[config.mk]
export PLATFORM = sky130hd
export DESIGN_NAME = line_buffer_reader
export DESIGN_NICKNAME = d
export VERILOG_FILES = /design/src/rtl/line_buffer_reader_pkg.sv /design/src/rtl/line_buffer_reader_byte_fifo.sv /design/src/rtl/line_buffer_reader.sv
export SDC_FILE = /design/constraint.sdc
export NUM_CORES = 1
export LEC_CHECK = 0
export CAP_MARGIN = 5
export CORE_ASPECT_RATIO = 2
export CORE_MARGIN = 3
export CORE_UTILIZATION = 35
export CTS_BUF_LIST = sky130_fd_sc_hd__clkbuf_4 sky130_fd_sc_hd__clkbuf_8
export DETAILED_ROUTE_END_ITERATION = 8
export GPL_ROUTABILITY_DRIVEN = 0
export HOLD_SLACK_MARGIN = 0.03
export MAX_ROUTING_LAYER = met4
export SLEW_MARGIN = 10
export SYNTH_ARGS = -nofsm -noshare
export SYNTH_HDL_FRONTEND = slang
export SYNTH_SLANG_ARGS = --single-unit
[constraint.sdc]
create_clock -name clock -period 2.7 [get_ports clock]
set_input_delay 0.54 -clock clock [delete_from_list [all_inputs] [get_ports clock]]
set_output_delay 0.54 -clock clock [all_outputs]
set_load 0.005 [all_outputs]
[src/rtl/line_buffer_reader_pkg.sv]
// Shared types and widths for the line buffer reader.
package line_buffer_reader_pkg;

    typedef enum logic [1:0] {
        IDLE,
        READ,
        DRAIN
    } state_t;

    localparam int ADDR_W  = 12;
    localparam int BYTE_W  = 8;
    localparam int PIXEL_W = 16;

endpackage

[src/rtl/line_buffer_reader_byte_fifo.sv]
// Small first-word-fall-through byte FIFO; rd_data shows the head entry whenever not empty.
module byte_fifo
    import line_buffer_reader_pkg::*;
#(
    parameter int FIFO_DEPTH = 4
) (
    input  logic                          clock,
    input  logic                          resetN,
    input  logic                          push,
    input  logic [BYTE_W-1:0]             wr_data,
    input  logic                          pop,
    output logic [BYTE_W-1:0]             rd_data,
    output logic                          full,
    output logic                          empty,
    output logic [$clog2(FIFO_DEPTH):0]   count
);

    localparam int PTR_W = $clog2(FIFO_DEPTH);

    logic [BYTE_W-1:0] mem_reg [FIFO_DEPTH];
    logic [PTR_W-1:0]  wr_ptr_reg;
    logic [PTR_W-1:0]  rd_ptr_reg;
    logic [PTR_W:0]    count_reg;
    logic              do_push;
    logic              do_pop;

    assign do_push = push && !full;
    assign do_pop  = pop && !empty;

    always_ff @(posedge clock) begin
        if (do_push) begin
            mem_reg[wr_ptr_reg] <= wr_data;
        end
    end

    // Pointers wrap naturally because the depth is a power of two.
    always_ff @(posedge clock or negedge resetN) begin
        if (!resetN) begin
            wr_ptr_reg <= '0;
            rd_ptr_reg <= '0;
            count_reg  <= '0;
        end else begin
            if (do_push) begin
                wr_ptr_reg <= wr_ptr_reg + PTR_W'(1);
            end
            if (do_pop) begin
                rd_ptr_reg <= rd_ptr_reg + PTR_W'(1);
            end
            case ({do_push, do_pop})
                2'b10:   count_reg <= count_reg + (PTR_W+1)'(1);
                2'b01:   count_reg <= count_reg - (PTR_W+1)'(1);
                default: count_reg <= count_reg;
            endcase
        end
    end

    assign rd_data = mem_reg[rd_ptr_reg];
    assign full    = (count_reg == (PTR_W+1)'(FIFO_DEPTH));
    assign empty   = (count_reg == '0);
    assign count   = count_reg;

endmodule

[src/rtl/line_buffer_reader.sv]
// Scans one line of a byte RAM into 16-bit pixels through a small FIFO.
// Optional DOUBLE_BUFFER_EN: alternate RAM banks per line via ramAddress[11].
module line_buffer_reader
    import line_buffer_reader_pkg::*;
#(
    parameter int LINE_BYTES = 2048,
    parameter int FIFO_DEPTH = 4
) (
    input  logic                clock,
    input  logic                resetN,
    input  logic                lineStart,
    output logic [ADDR_W-1:0]   ramAddress,
    input  logic [BYTE_W-1:0]   ramData,
    output logic [PIXEL_W-1:0]  pixelData,
    output logic                pixelValid,
    input  logic                pixelReady,
    output logic                busy,
    output logic                lineDone,
    output logic                startIgnored
);

`ifdef DOUBLE_BUFFER_EN
    localparam int MAX_LINE = 2048;
`else
    localparam int MAX_LINE = 4096;
`endif
    localparam int CNT_W = $clog2(FIFO_DEPTH) + 1;

    generate
        if (LINE_BYTES < 2 || LINE_BYTES > MAX_LINE || (LINE_BYTES % 2) != 0) begin : g_bad_line
            $error("line_buffer_reader: LINE_BYTES out of range or odd");
        end
        if (FIFO_DEPTH < 4 || (FIFO_DEPTH & (FIFO_DEPTH - 1)) != 0) begin : g_bad_depth
            $error("line_buffer_reader: FIFO_DEPTH must be a power of two >= 4");
        end
    endgenerate

    state_t             state_reg;
    logic [ADDR_W-1:0]  cnt_reg;
    logic [ADDR_W-1:0]  addr_reg;
    logic               busy_reg;
    logic               ign_reg;
    logic               p1_reg;        // address on the bus this cycle
    logic               p2_reg;        // its data on ramData this cycle
    logic [BYTE_W-1:0]  even_reg;
    logic               even_valid_reg;

    logic [CNT_W-1:0]   fifo_count;
    logic               fifo_full;
    logic               fifo_empty;
    logic [BYTE_W-1:0]  fifo_head;
    logic [CNT_W:0]     pending;
    logic               room;
    logic               accept;
    logic               issue;
    logic               last_issue;
    logic               pix_valid;
    logic               pix_xfer;
    logic               fifo_pop;
    logic               last_pixel;
    logic [ADDR_W-1:0]  cnt_now;
    logic [ADDR_W-1:0]  issue_addr;

    // Reserve FIFO space for every read still travelling through the RAM.
    assign pending    = {1'b0, fifo_count} + (CNT_W+1)'(p1_reg) + (CNT_W+1)'(p2_reg);
    assign room       = !fifo_full && (pending < (CNT_W+1)'(FIFO_DEPTH));
    assign accept     = (state_reg == IDLE) && lineStart;
    assign issue      = accept || ((state_reg == READ) && room);
    assign last_issue = (state_reg == READ) && room && (cnt_reg == ADDR_W'(LINE_BYTES - 1));
    assign cnt_now    = accept ? '0 : cnt_reg;

    // Even byte waits in even_reg; the odd byte is the FIFO head until accepted.
    assign pix_valid  = even_valid_reg && !fifo_empty;
    assign pix_xfer   = pix_valid && pixelReady;
    assign fifo_pop   = (!even_valid_reg && !fifo_empty) || pix_xfer;
    assign last_pixel = (state_reg == DRAIN) && pix_xfer && !p1_reg && !p2_reg
                        && (fifo_count == CNT_W'(1));

`ifdef DOUBLE_BUFFER_EN
    logic bank_reg;
    logic bank_next;

    assign bank_next = accept ? ~bank_reg : bank_reg;

    always_ff @(posedge clock or negedge resetN) begin
        if (!resetN) begin
            bank_reg <= 1'b0;
        end else begin
            bank_reg <= bank_next;
        end
    end

    assign issue_addr = {bank_next, cnt_now[ADDR_W-2:0]};
`else
    assign issue_addr = cnt_now;
`endif

    byte_fifo #(
        .FIFO_DEPTH (FIFO_DEPTH)
    ) u_fifo (
        .clock   (clock),
        .resetN  (resetN),
        .push    (p2_reg),
        .wr_data (ramData),
        .pop     (fifo_pop),
        .rd_data (fifo_head),
        .full    (fifo_full),
        .empty   (fifo_empty),
        .count   (fifo_count)
    );

    always_ff @(posedge clock or negedge resetN) begin
        if (!resetN) begin
            state_reg      <= IDLE;
            cnt_reg        <= '0;
            addr_reg       <= '0;
            busy_reg       <= 1'b0;
            ign_reg        <= 1'b0;
            p1_reg         <= 1'b0;
            p2_reg         <= 1'b0;
            even_reg       <= '0;
            even_valid_reg <= 1'b0;
        end else begin
            ign_reg <= lineStart && (state_reg != IDLE);
            p1_reg  <= issue;
            p2_reg  <= p1_reg;
            if (issue) begin
                addr_reg <= issue_addr;
                cnt_reg  <= cnt_now + ADDR_W'(1);
            end
            if (!even_valid_reg && !fifo_empty) begin
                even_reg       <= fifo_head;
                even_valid_reg <= 1'b1;
            end else if (pix_xfer) begin
                even_valid_reg <= 1'b0;
            end
            case (state_reg)
                IDLE: begin
                    if (accept) begin
                        state_reg <= READ;
                        busy_reg  <= 1'b1;
                    end
                end
                READ: begin
                    if (last_issue) begin
                        state_reg <= DRAIN;
                    end
                end
                DRAIN: begin
                    if (last_pixel) begin
                        state_reg <= IDLE;
                        busy_reg  <= 1'b0;
                    end
                end
                default: state_reg <= IDLE;
            endcase
        end
    end

    assign ramAddress   = addr_reg;
    assign pixelData    = pix_valid ? {even_reg, fifo_head} : '0;
    assign pixelValid   = pix_valid;
    assign busy         = busy_reg;
    assign lineDone     = last_pixel;
    assign startIgnored = ign_reg;

endmodule
==> impl_metrics.yaml, run 1 <==
global_route:
  grt_overflow_total: 0
  grt_pass1_vias: 2311
  grt_max_degree: 47
  antenna_found_initial: 0
  grt_pass1_wl_um: 11300
  grtUsageTotal: 0.141
synth:
  syn_inst: 268
  synth-edff-count: 32
  syn_area_um2: 3410
  yosys-top-cells-area: "dfrtp_1 34%, edfxtp_1 28%, mux4_2 5.3%, nand2_1 4.5%, ha_1 4.0%"
  ys_seq_elements: 78
  yosysTopAreaCell: "dfrtp_1"
  synth_cell_types: 37
  yosysMostFrequentCell: "dfrtp_1"
  synth_top_area_frac: 0.338
  syn_area_per_cell_um2: 12.7
  synth_fp_nets: 291
  netlist_top_cells_count: "46 x dfrtp_1, 41 x nand2_1, 32 x edfxtp_1"
  yosysSeqAreaShare: 0.620
  synthFlopType: "dfrtp_1"
  yosysWarningCount: 0
  async_flop_share: 0.590
clocking:
  cts_made_buffers: 9
  htree_num_levels: 3
  cts.clk_slew.worst_paths_ns: 0.08
  holdBufCountCts: 0
  clk_path_buf_depth: 2
  cts.sinks: 78
  clk_latency_ns: 0.35
  clock-root-buffer: "clkbuf_8"
  cts_tree: "yes"
place:
  dpl_cell_area_um2: 4010
  numPortBuffers: 43
  dp_slack_ns: 0.167
  dp_hpwl_um: 4970
worst_setup_path:
  crit_type: "reg -> out"
  critPathMaxFanout: 10
  endpoint_kind: "output port"
  worstPathRequired_ns: 2.16
  start_kind: "flip-flop"
  cp.arrival_ns: 2.04
  r2r_start: "u_fifo.count[0]$_DFFE_PN0P_"
  crit_start: "u_fifo.rd_ptr_reg[0]$_DFFE_PN0P_"
sta:
  slew_headroom: 0.595
  hold_viol_final: 0
  fin_tns_setup_ns: 0
  finalClockSkew_ns: 0.00877
  fin_crit_sh: 0.955
  fin_ws_ns: 0.122
  rsz0062_at_grt: "false"
  worstMarginPinSlew_ns: 0.607
  fin_crit_ns: 2.58
  finalSetupViolCount: 0
  max_freq_mhz: 388
  report.final.slew_viol_count: 0
layout:
  stdcell_area_um2: 4270
  largest_reg_flops: 32
  drive_gt1_frac: 0.154
  syn2layout_area_growth_pct: 25.3
  num-fill-cells: 890
  antenna_cells: 0
  nNetsFinal: 342
detailed_routing:
  detail_route.vias_per_cell: 4.77
  drt_first_pass_iters: 4
  wire_per_inst_um: 14.9
  wl_um: 6750
  drcViolationCount: 0
  ant_nets: 0
  drt_iter0_markers: 90
  num_vias: 2164
die:
  io-pin-count: 44
  die_h_um: 146
  die_w_um: 75.8
  std_cell_rows: 50
  start_util: 0.361
  dieArea_um2: 11000
  core-area_um2: 9450
worst_hold_path:
  hold_class: "in -> async"
power:
  power.density_nw_per_um2: 520
  peakVddDrop_v: 0.000280
  total_power_uw: 2220
  leakage_uw: 0.00172
run:
  max_cap_violations: 0
outcome:
  outcome: "completed"
==> metal layers <==
metal	global-route usage	wire, um	vias to the layer above
li1	-	-	1053
met1	0.146	2460	1056
met2	0.241	3950	47
met3	0.0429	228	8
met4	0.0552	121	0
met5	-	0	-
==> worst paths after layout <==
kind                                                to  slack [ns]  cells after the start
max in group asynchronous      even_reg[6]$_DFFE_PN0P_        2.30                      2
min reg2reg                           p2_reg$_DFF_PN0_        0.41                      0
min                        u_fifo.count[2]$_DFFE_PN0P_        0.16                      2
max                                       pixelData[2]        0.12                      4
max reg2reg                     cnt_reg[5]$_DFFE_PN0P_        0.42                      7
min in group clock                    p2_reg$_DFF_PN0_        0.41                      0
==> report_power, final <==
group / switching, uW / total (uW) / leakage [uW] / internal (uW)
logic: 22.2 / 40.8 / 0.000812 / 18.6
clock network: 417 / 947 / 0.000110 / 529
registers: 0.143 / 1230 / 0.000794 / 1230
==> area by class of cell <==
class / count / area [um^2] / area share
Clock buffer: 10 / 131 / 0.0308
Clock inverter: 6 / 86.3 / 0.0202
Inverter: 7 / 26.3 / 0.00615
Multi-Input combinational cell: 169 / 1230 / 0.288
Sequential cell: 78 / 2110 / 0.494
Tap cell: 130 / 163 / 0.0381
Timing Repair Buffer: 54 / 524 / 0.123
==> critical path: stages (launching register included) <==
cell and delay [ns]:
dfrtp_1 0.35, buf_6 0.17, mux4_2 0.53, and3_1 0.20, clkdlybuf4s50_1 0.43
==> cell usage in the layout (no fill, tap or decap), drive strengths merged, types with 2 or more instances in the layout <==
master,n
a21oi,19
nand2,41
nor2,6
a21o,2
clkdlybuf4s50,42
nand4,4
mux4,8
buf,12
o31ai,4
mux2,9
and3,16
bufinv,2
nand2b,2
o21ai,3
clkinv,3
or4,4
nor2b,3
inv,7
ha,11
xor2,2
nand3,5
nor3,4
clkbuf,10
dfrtp,46
mux2i,4
xnor2,5
and2,8
edfxtp,32
==> repair_timing <==
action	4_1_cts	5_1_grt
setup buffers	1	1
gates cloned	0	0
endpoints found under the setup margin	18	18
pin swaps	0	2
gates resized for setup	1	4
==> logic make-up (layout without fill, tap and decap cells) <==
group                    count (synthesis)  after routing  synth area share
AO/OA/AOI/OAI                           32             32            0.0547
XOR/XNOR                                 7              7            0.0180
adder cells (fa/ha/maj)                 11             11            0.0404
buffers and inverters                   21             77            0.0261
flip-flops                              78             78             0.620
multiplexers                            21             21            0.0943
AND/OR/NAND/NOR                         98             98             0.147
==> through the flow <==
stage	hold slack [ns]	utilization	instances
6_report	0.157	0.452	454
5_1_grt	0.156	0.452	454
4_1_cts	0.150	0.449	453
3_5_place_dp	0.395	0.425	436
3_3_place_gp	0.391	0.425	436
2_1_floorplan	0.244	-	268
Power figures use the tool's default switching activity.
==> run 2: changes to the inputs <==
Settings changed: GPL_TIMING_DRIVEN set to 0.
==> run 2 against run 1 <==
  * Clock-buffer cell count up 1
  * Wire length up 4.6%
  * Worst setup slack worse by 0.0044 ns
  * Maximum frequency down 0.17%
  * Flip-flop and latch count unchanged
  * Core utilization up 0.40 points
  * Register-to-register slack better by 0.12 ns
  * Largest power group unchanged
  * Highest routed layer unchanged
==> impl_metrics.yaml, run 2 (same netlist as run 1, synthesis figures left out) <==
detailed_routing:
  wl_um: 7060
  drt_iter0_markers: 133
  ant_nets: 0
  drt_first_pass_iters: 4
  detail_route.vias_per_cell: 4.81
  drcViolationCount: 0
  wire_per_inst_um: 15.3
  num_vias: 2218
sta:
  max_freq_mhz: 387
  report.final.slew_viol_count: 0
  fin_crit_ns: 2.58
  finalSetupViolCount: 0
  fin_crit_sh: 0.956
  finalClockSkew_ns: 0.00700
  worstMarginPinSlew_ns: 0.748
  fin_tns_setup_ns: 0
  slew_headroom: 0.500
  hold_viol_final: 0
clocking:
  cts.clk_slew.worst_paths_ns: 0.07
  clock-root-buffer: "clkbuf_8"
  cts.sinks: 78
  holdBufCountCts: 0
  clk_latency_ns: 0.35
  cts_tree: "yes"
  clk_path_buf_depth: 2
  cts_made_buffers: 9
  htree_num_levels: 3
worst_setup_path:
  crit_type: "reg -> out"
  r2r_start: "u_fifo.count[0]$_DFFE_PN0P_"
  reg2reg_to: "ramAddress[0]$_DFFE_PN0P_"
  reg2reg_depth: 7
  critPathMaxFanout: 10
  endpoint_kind: "output port"
  start_kind: "flip-flop"
  r2r_slack_ns: 0.54
  cp.arrival_ns: 2.04
  worstPathRequired_ns: 2.16
global_route:
  antenna_found_initial: 0
  grt_pass1_wl_um: 11600
  grtUsageTotal: 0.144
  grt_pass1_vias: 2318
  grt_overflow_total: 0
  grt_max_degree: 33
die:
  core-area_um2: 9450
  dieArea_um2: 11000
  std_cell_rows: 50
  start_util: 0.361
  die_w_um: 75.8
  io-pin-count: 44
  die_h_um: 146
layout:
  num-fill-cells: 883
  final_cell_mix: "45 x dfrtp_1, 42 x clkdlybuf4s50_1, 41 x nand2_1, 32 x edfxtp_1, 19 x a21oi_1"
  final_common_cell: "dfrtp_1"
  largest_reg_flops: 32
  antenna_cells: 0
  nNetsFinal: 349
  drive_gt1_frac: 0.160
  syn2layout_area_growth_pct: 26.4
power:
  peakVddDrop_v: 0.000410
  power.density_nw_per_um2: 515
  leakage_uw: 0.00174
  total_power_uw: 2220
outcome:
  outcome: "completed"
worst_hold_path:
  hold_class: "in -> async"
place:
  numPortBuffers: 43
  dp_hpwl_um: 5300
run:
  max_cap_violations: 0
==> run 2: how the worst max path moves through the flow <==
| stage | start | slack, ns | end | cells past startpoint |
|---|---|---|---|---|
| after global placement | resetN | -0.32 | ramAddress[5]$_DFFE_PN0P_ | 1 |
| after floorplan | u_fifo.count[0]$_DFFE_PN0P_ | 0.78 | pixelData[0] | 6 |
| final | u_fifo.rd_ptr_reg[0]$_DFFE_PN0P_ | 0.12 | pixelData[2] | 4 |
| after detailed placement | u_fifo.count[0]$_DFFE_PN0P_ | -0.10 | pixelData[5] | 7 |
| after global routing | u_fifo.count[0]$_DFFE_PN0P_ | -0.01 | lineDone | 6 |
| after CTS | u_fifo.count[0]$_DFFE_PN0P_ | 0.006 | lineDone | 6 |
==> run 2: layout make-up <==
cell class,count,area [um^2],share of cell area
plain buffers,12,67.6,0.0157
clock buffers,11,139,0.0322
multi-input cells,169,1240,0.288
well taps,130,163,0.0377
inverters,7,26.3,0.00610
clock inverters,5,75.1,0.0174
repair buffers,49,483,0.112
flip-flops and latches,78,2110,0.490
==> run 2: stage by stage <==
stage	worst slack, ns	cells	hold slack, ns	cell area [um^2]	utilization
floorplan	0.785	268	0.244	3410	-
global placement	-0.325	441	0.384	4000	0.424
detailed placement	-0.104	442	0.399	4020	0.425
CTS	0.00567	458	0.108	4260	0.451
global route	-0.0145	461	0.120	4310	0.456
finish	0.118	461	0.106	4310	0.456
==> run 2: report_power, final <==
part | switching, uW | internal [uW]
clock | 408 | 537
combinational | 22.3 | 18.7
sequential | 0.207 | 1230
==> run 2: worst max-delay path: stages (launching register included) <==
cell	delay (ns)
dfrtp_1	0.35
buf_6	0.18
mux4_2	0.53
and3_1	0.20
clkdlybuf4s50_1	0.44
==> run 2: layer usage <==
metal | up-vias | track usage | routed length, um
li1 | 1073 | - | -
met5 | - | - | 0
met3 | 8 | 0.0325 | 230
met2 | 48 | 0.262 | 4260
met4 | 0 | 0.0525 | 110
met1 | 1089 | 0.140 | 2470
==> run 2: timing repair <==
action | CTS | global route
resized for setup | 9 | 6
endpoints found under the setup margin | 18 | 9
pin swaps | 2 | 1
endpoints found under the hold margin | 0 | 0
setup buffers | 2 | 3
==> patch 1, RTL diff (flow settings as in run 1) <==
The option `DOUBLE_BUFFER_EN` is turned on by a define.
--- a/src/rtl/line_buffer_reader.sv
+++ b/src/rtl/line_buffer_reader.sv
@@ -1,5 +1,7 @@
 // Scans one line of a byte RAM into 16-bit pixels through a small FIFO.
 // Optional DOUBLE_BUFFER_EN: alternate RAM banks per line via ramAddress[11].
+`define DOUBLE_BUFFER_EN
+
 module line_buffer_reader
     import line_buffer_reader_pkg::*;
 #(
Formal check against the unedited RTL: not equivalent (a bounded check fails within 4 cycles, from zero or initial values and one cycle with resetN low).
==> patch 1 against run 1 <==
Sequential share of layout area down 0.14 points; highest routed layer unchanged; wire length down 2.2%; global-route usage down 1.0 points; design area up 1.5%; setup slack better by 0.0075 ns; synthesized area up 1.2%; sequential cell count up 1.
Power is not compared: it rests on default switching activity, and its combinational part moved more than twofold at a synthesized area within 25%.
==> patch 1: results (changes against run 1) <==
INFO  metric grt_usage = 13.13% (-1.0 points)
INFO  metric final.setup_skew = 0.01008 ns (+0.001304 ns)
INFO  metric async_reset_ff_share = 59.49% (+0.52 points)
INFO  metric design.final.nets = 329 (-3.8%)
INFO  metric finalNonFillerCells = 441 (-2.9%)
INFO  metric route.detailed.vias_per_inst = 4.807 (+0.85%)
INFO  metric met2_grt_util = 23.89% (-0.17 points)
INFO  metric ctsResizeCount = 4 (+3)
INFO  metric fill_cells = 924 (+3.8%)
INFO  metric synth_sequential_area_ratio = 61.97% (about the same)
INFO  metric placedInstanceArea = 4103 µm² (+2.2%)
INFO  metric synth.net_count = 272 (-6.5%)
INFO  metric r2r.worst_path.cells = 4 (-3)
INFO  metric hold-worst-slack = 0.1678 ns (+0.01102 ns)
INFO  metric postSynthCellCount = 249 (-7.1%)
INFO  metric wl_met2 = 3634 µm (-8.0%)
INFO  metric ff2ff_setup_slack = 0.56 ns (+0.14 ns)
INFO  metric hpwlAfterDp = 4836 µm (-2.7%)
INFO  metric result_of_the_run = completed
INFO  metric post_synth_num_cell_types = 45 (+22%)
INFO  metric max_freq = 389.0 MHz (+0.29%)
INFO  metric drive_above_1_share = 18.97% (+3.5 points)
INFO  metric grt_use_met1 = 12.83% (-1.7 points)
INFO  metric synth.area.top_cells = dfrtp_1, edfxtp_1, mux4_2
INFO  metric number_of_global_route_vias_before_repair = 2214 (-4.2%)
INFO  metric worst_rel_slew_slack = 61.98% (+2.5 points)
INFO  metric grt_first_pass_wirelength = 10960 µm (-2.8%)
INFO  metric place.detailed.instances = 425 (-2.5%)
INFO  metric grt_start_max_net_pins = 26 (-45%)
INFO  metric initial_drc_count = 78 (-13%)
INFO  metric postCtsSetupBuffers = 0 (-1)
INFO  metric worst_r2r_startpoint = u_fifo.count[2]
INFO  metric length_of_routed_met3_wiring = 313 µm (+37%)
-- patch 1: changes by cell type in the layout (fill, tap and decap cells not counted), moves of 4 or more --
cell / run 1 / this run
nand2_1: 41 / 11
a21oi_1: 19 / 6
nor2_1: 6 / 16
mux2i_1: 4 / 14
buf_4: 9 / 13
-- patch 1: cell type report --
class                           count  area, µm²  area share (%)
Multi-Input combinational cell    150       1257           29.00
Clock buffer                       12      158.9           3.664
Inverter                            9      33.78          0.7790
Clock inverter                      4      52.55           1.212
Tap cell                          130      162.7           3.751
Timing Repair Buffer               57      533.0           12.29
Sequential cell                    79       2138           49.31
-- patch 1: cells by family after synthesis --
family	after synthesis	synth area share, %
XOR/XNOR	10	2.540
buffers and inverters	20	2.250
multiplexers	32	12.55
AND/OR/NAND/NOR	70	11.03
adder cells (fa/ha/maj)	11	3.991
AO/OA/AOI/OAI	27	5.660
flip-flops	79	61.97
==> patch 2, RTL diff (settings of run 1) <==
Without the edit above. Register the output `startIgnored` once more, cleared by the reset; this adds one clock of latency there. The other outputs are not delayed to match.
--- a/src/rtl/line_buffer_reader.sv
+++ b/src/rtl/line_buffer_reader.sv
@@ -162,6 +162,12 @@
     assign pixelValid   = pix_valid;
     assign busy         = busy_reg;
     assign lineDone     = last_pixel;
-    assign startIgnored = ign_reg;
+    always_ff @(posedge clock or negedge resetN) begin
+        if (!resetN) begin
+            startIgnored <= '0;
+        end else begin
+            startIgnored <= ign_reg;
+        end
+    end
 
 endmodule
Function: changed (Yosys sat finds a counterexample within 4 cycles, from zero or initial values and one cycle with resetN low).
==> patch 2 against run 1 <==
Wire length fell by 2.0%; combinational power barely moved; design area fell by 0.44%; synthesized area rose by 0.73%; synthesized cell count rose by 0.37%; sequential cell count rose by 1; clock power fell by 8.0%; sequential share of layout area rose by 0.81 points; setup slack barely moved; clock skew rose by 0.0015 ns; power fell by 2.7%; largest power group unchanged.
==> patch 2: results (changes against run 1) <==
INFO  metric result_of_the_run = completed
INFO  metric arrival = 2.04 ns (about the same)
INFO  metric worst_skew_pair.late_latency = 0.35 ns (about the same)
INFO  metric crit_start = u_fifo.rd_ptr_reg[0]
INFO  metric cts-buffers-inserted = 9 (unchanged)
INFO  metric hpwlAfterDp = 4986 µm (+0.33%)
INFO  metric clock_tree.htree_level_count = 3 (unchanged)
INFO  metric cellLeakagePower = 1.707 nW (-0.52%)
INFO  metric grt_usage = 13.07% (-1.1 points)
INFO  metric worst-path-max-fanout = 10 (unchanged)
INFO  metric grt_first_pass_wirelength = 11040 µm (-2.1%)
INFO  metric ys_top_cells_by_count = dfrtp_1, nand2_1, edfxtp_1
INFO  metric final.min_clock_period = 2.578 ns (-0.0003110 ns)
INFO  metric largest_register_ffs = 32 (unchanged)
INFO  metric synth_sequential_area_ratio = 62.24% (+0.28 points)
INFO  metric cts_root_buf = clkbuf_8
INFO  metric r2r-end = state_reg[0]
INFO  metric hold-worst-slack = 0.1764 ns (+0.01971 ns)
INFO  metric syn-mean-instance-area = 12.76 µm² (+0.36%)
INFO  metric drt_pass1_iterations = 4 (unchanged)
INFO  metric placedInstanceArea = 4031 µm² (+0.44%)
INFO  metric synth.area.top_cells = dfrtp_1, edfxtp_1, mux4_2
INFO  metric io_buffers = 43 (unchanged)
INFO  metric routed_wirelength = 6619 µm (-2.0%)
INFO  metric post-synth-top-area-cell = dfrtp_1
INFO  metric worst_ir_drop_vdd = 266.5 µV (-4.8%)
INFO  metric antenna_cells_inserted = 0 (unchanged)
INFO  metric synth.net_count = 292 (+0.34%)
INFO  metric initial_drc_count = 112 (+24%)
INFO  metric min_path_type = input pin to async pin
INFO  metric fill_cells = 897 (+0.79%)
INFO  metric final.setup_skew = 0.01028 ns (+0.001502 ns)
INFO  metric ff2ff_setup_slack = 0.42 ns (about the same)
INFO  metric worst_slew_pin_slew = 0.6254 ns (+0.01802 ns)
INFO  metric end_point_of_the_critical_path = pixelData[6]
INFO  metric post_synth_num_cell_types = 37 (unchanged)
INFO  metric async_reset_ff_share = 59.49% (+0.52 points)
INFO  metric r2r.worst_path.cells = 6 (-1)
INFO  metric synth-warning-count = 0 (unchanged)
INFO  metric place.detailed.instances = 436 (unchanged)
INFO  metric number_of_global_route_vias_before_repair = 2271 (-1.7%)
INFO  metric routedWlPerCell = 14.58 µm (-2.0%)
INFO  metric vias = 2194 (+1.4%)
INFO  metric grt_start_max_net_pins = 25 (-47%)
INFO  metric synth_edf_count = 32 (unchanged)
INFO  metric cts.reportedPaths.clkPinSlew = 0.08 ns (about the same)
INFO  metric worst_r2r_startpoint = u_fifo.count[0]
INFO  metric antenna_found_initial = 0 (unchanged)
INFO  metric design.final.nets = 342 (unchanged)
INFO  metric drive_above_1_share = 14.81% (-0.62 points)
INFO  metric cts.path.max_buffers = 2 (unchanged)
[patch 2: cell types whose count changed in the layout (fill, tap and decap cells not counted), sizes merged]
cell / before / now
bufinv: 2 / 1
clkinv: 3 / 2
dfrtp: 46 / 47
buf: 12 / 11
clkinvlp: 1 / 2
clkbuf: 10 / 11
[patch 2: per-layer routing]
layer	GRT usage, %	wire, µm	vias to the layer above
met5	-	0	-
met2	24.82	3865	43
met3	3.148	219	12
met1	12.05	2392	1084
li1	-	-	1055
met4	5.989	141	0
[patch 2: power by group]
part | leakage (nW) | switching, mW | total [mW] | internal [mW]
combinational | 0.804 | 0.0226 | 0.0409 | 0.0183
sequential | 0.806 | 0.000334 | 1.25 | 1.25
clock | 0.0964 | 0.423 | 0.871 | 0.448
[patch 2: cells by family (layout without fill, tap and decap cells)]
family                     count (synthesis)  in the layout  synth area share, %
AOI/OAI and AO/OA                         32             32                5.430
xor gates and xnor gates                   7              7                1.786
adders and majority gates                 11             11                4.009
buffers and inverters                     21             76                2.588
DFF                                       79             79                62.24
muxes                                     21             21                9.366
and+or+nand+nor                           98             98                14.58
[patch 2: cell type report]
cell class / instances / area [µm²] / area share, %
clock buffers: 11 / 138.9 / 3.266
clock inverters: 5 / 58.81 / 1.383
inverters: 7 / 26.28 / 0.6178
multi-input cells: 169 / 1212 / 28.51
flip-flops and latches: 79 / 2137 / 50.25
well taps: 130 / 162.7 / 3.825
repair buffers: 53 / 516.7 / 12.15
[patch 2: critical path, cell delays in order (launching register included)]
cell and delay (ns):
dfrtp_1 0.34, buf_6 0.18, mux4_2 0.54, and3_1 0.19, clkdlybuf4s50_1 0.44
[patch 2: repair_timing]
action,4_1_cts,5_1_grt
setup endpoints to repair,18,2
setup buffers,2,0
resized for setup,1,2
pin swaps,0,2
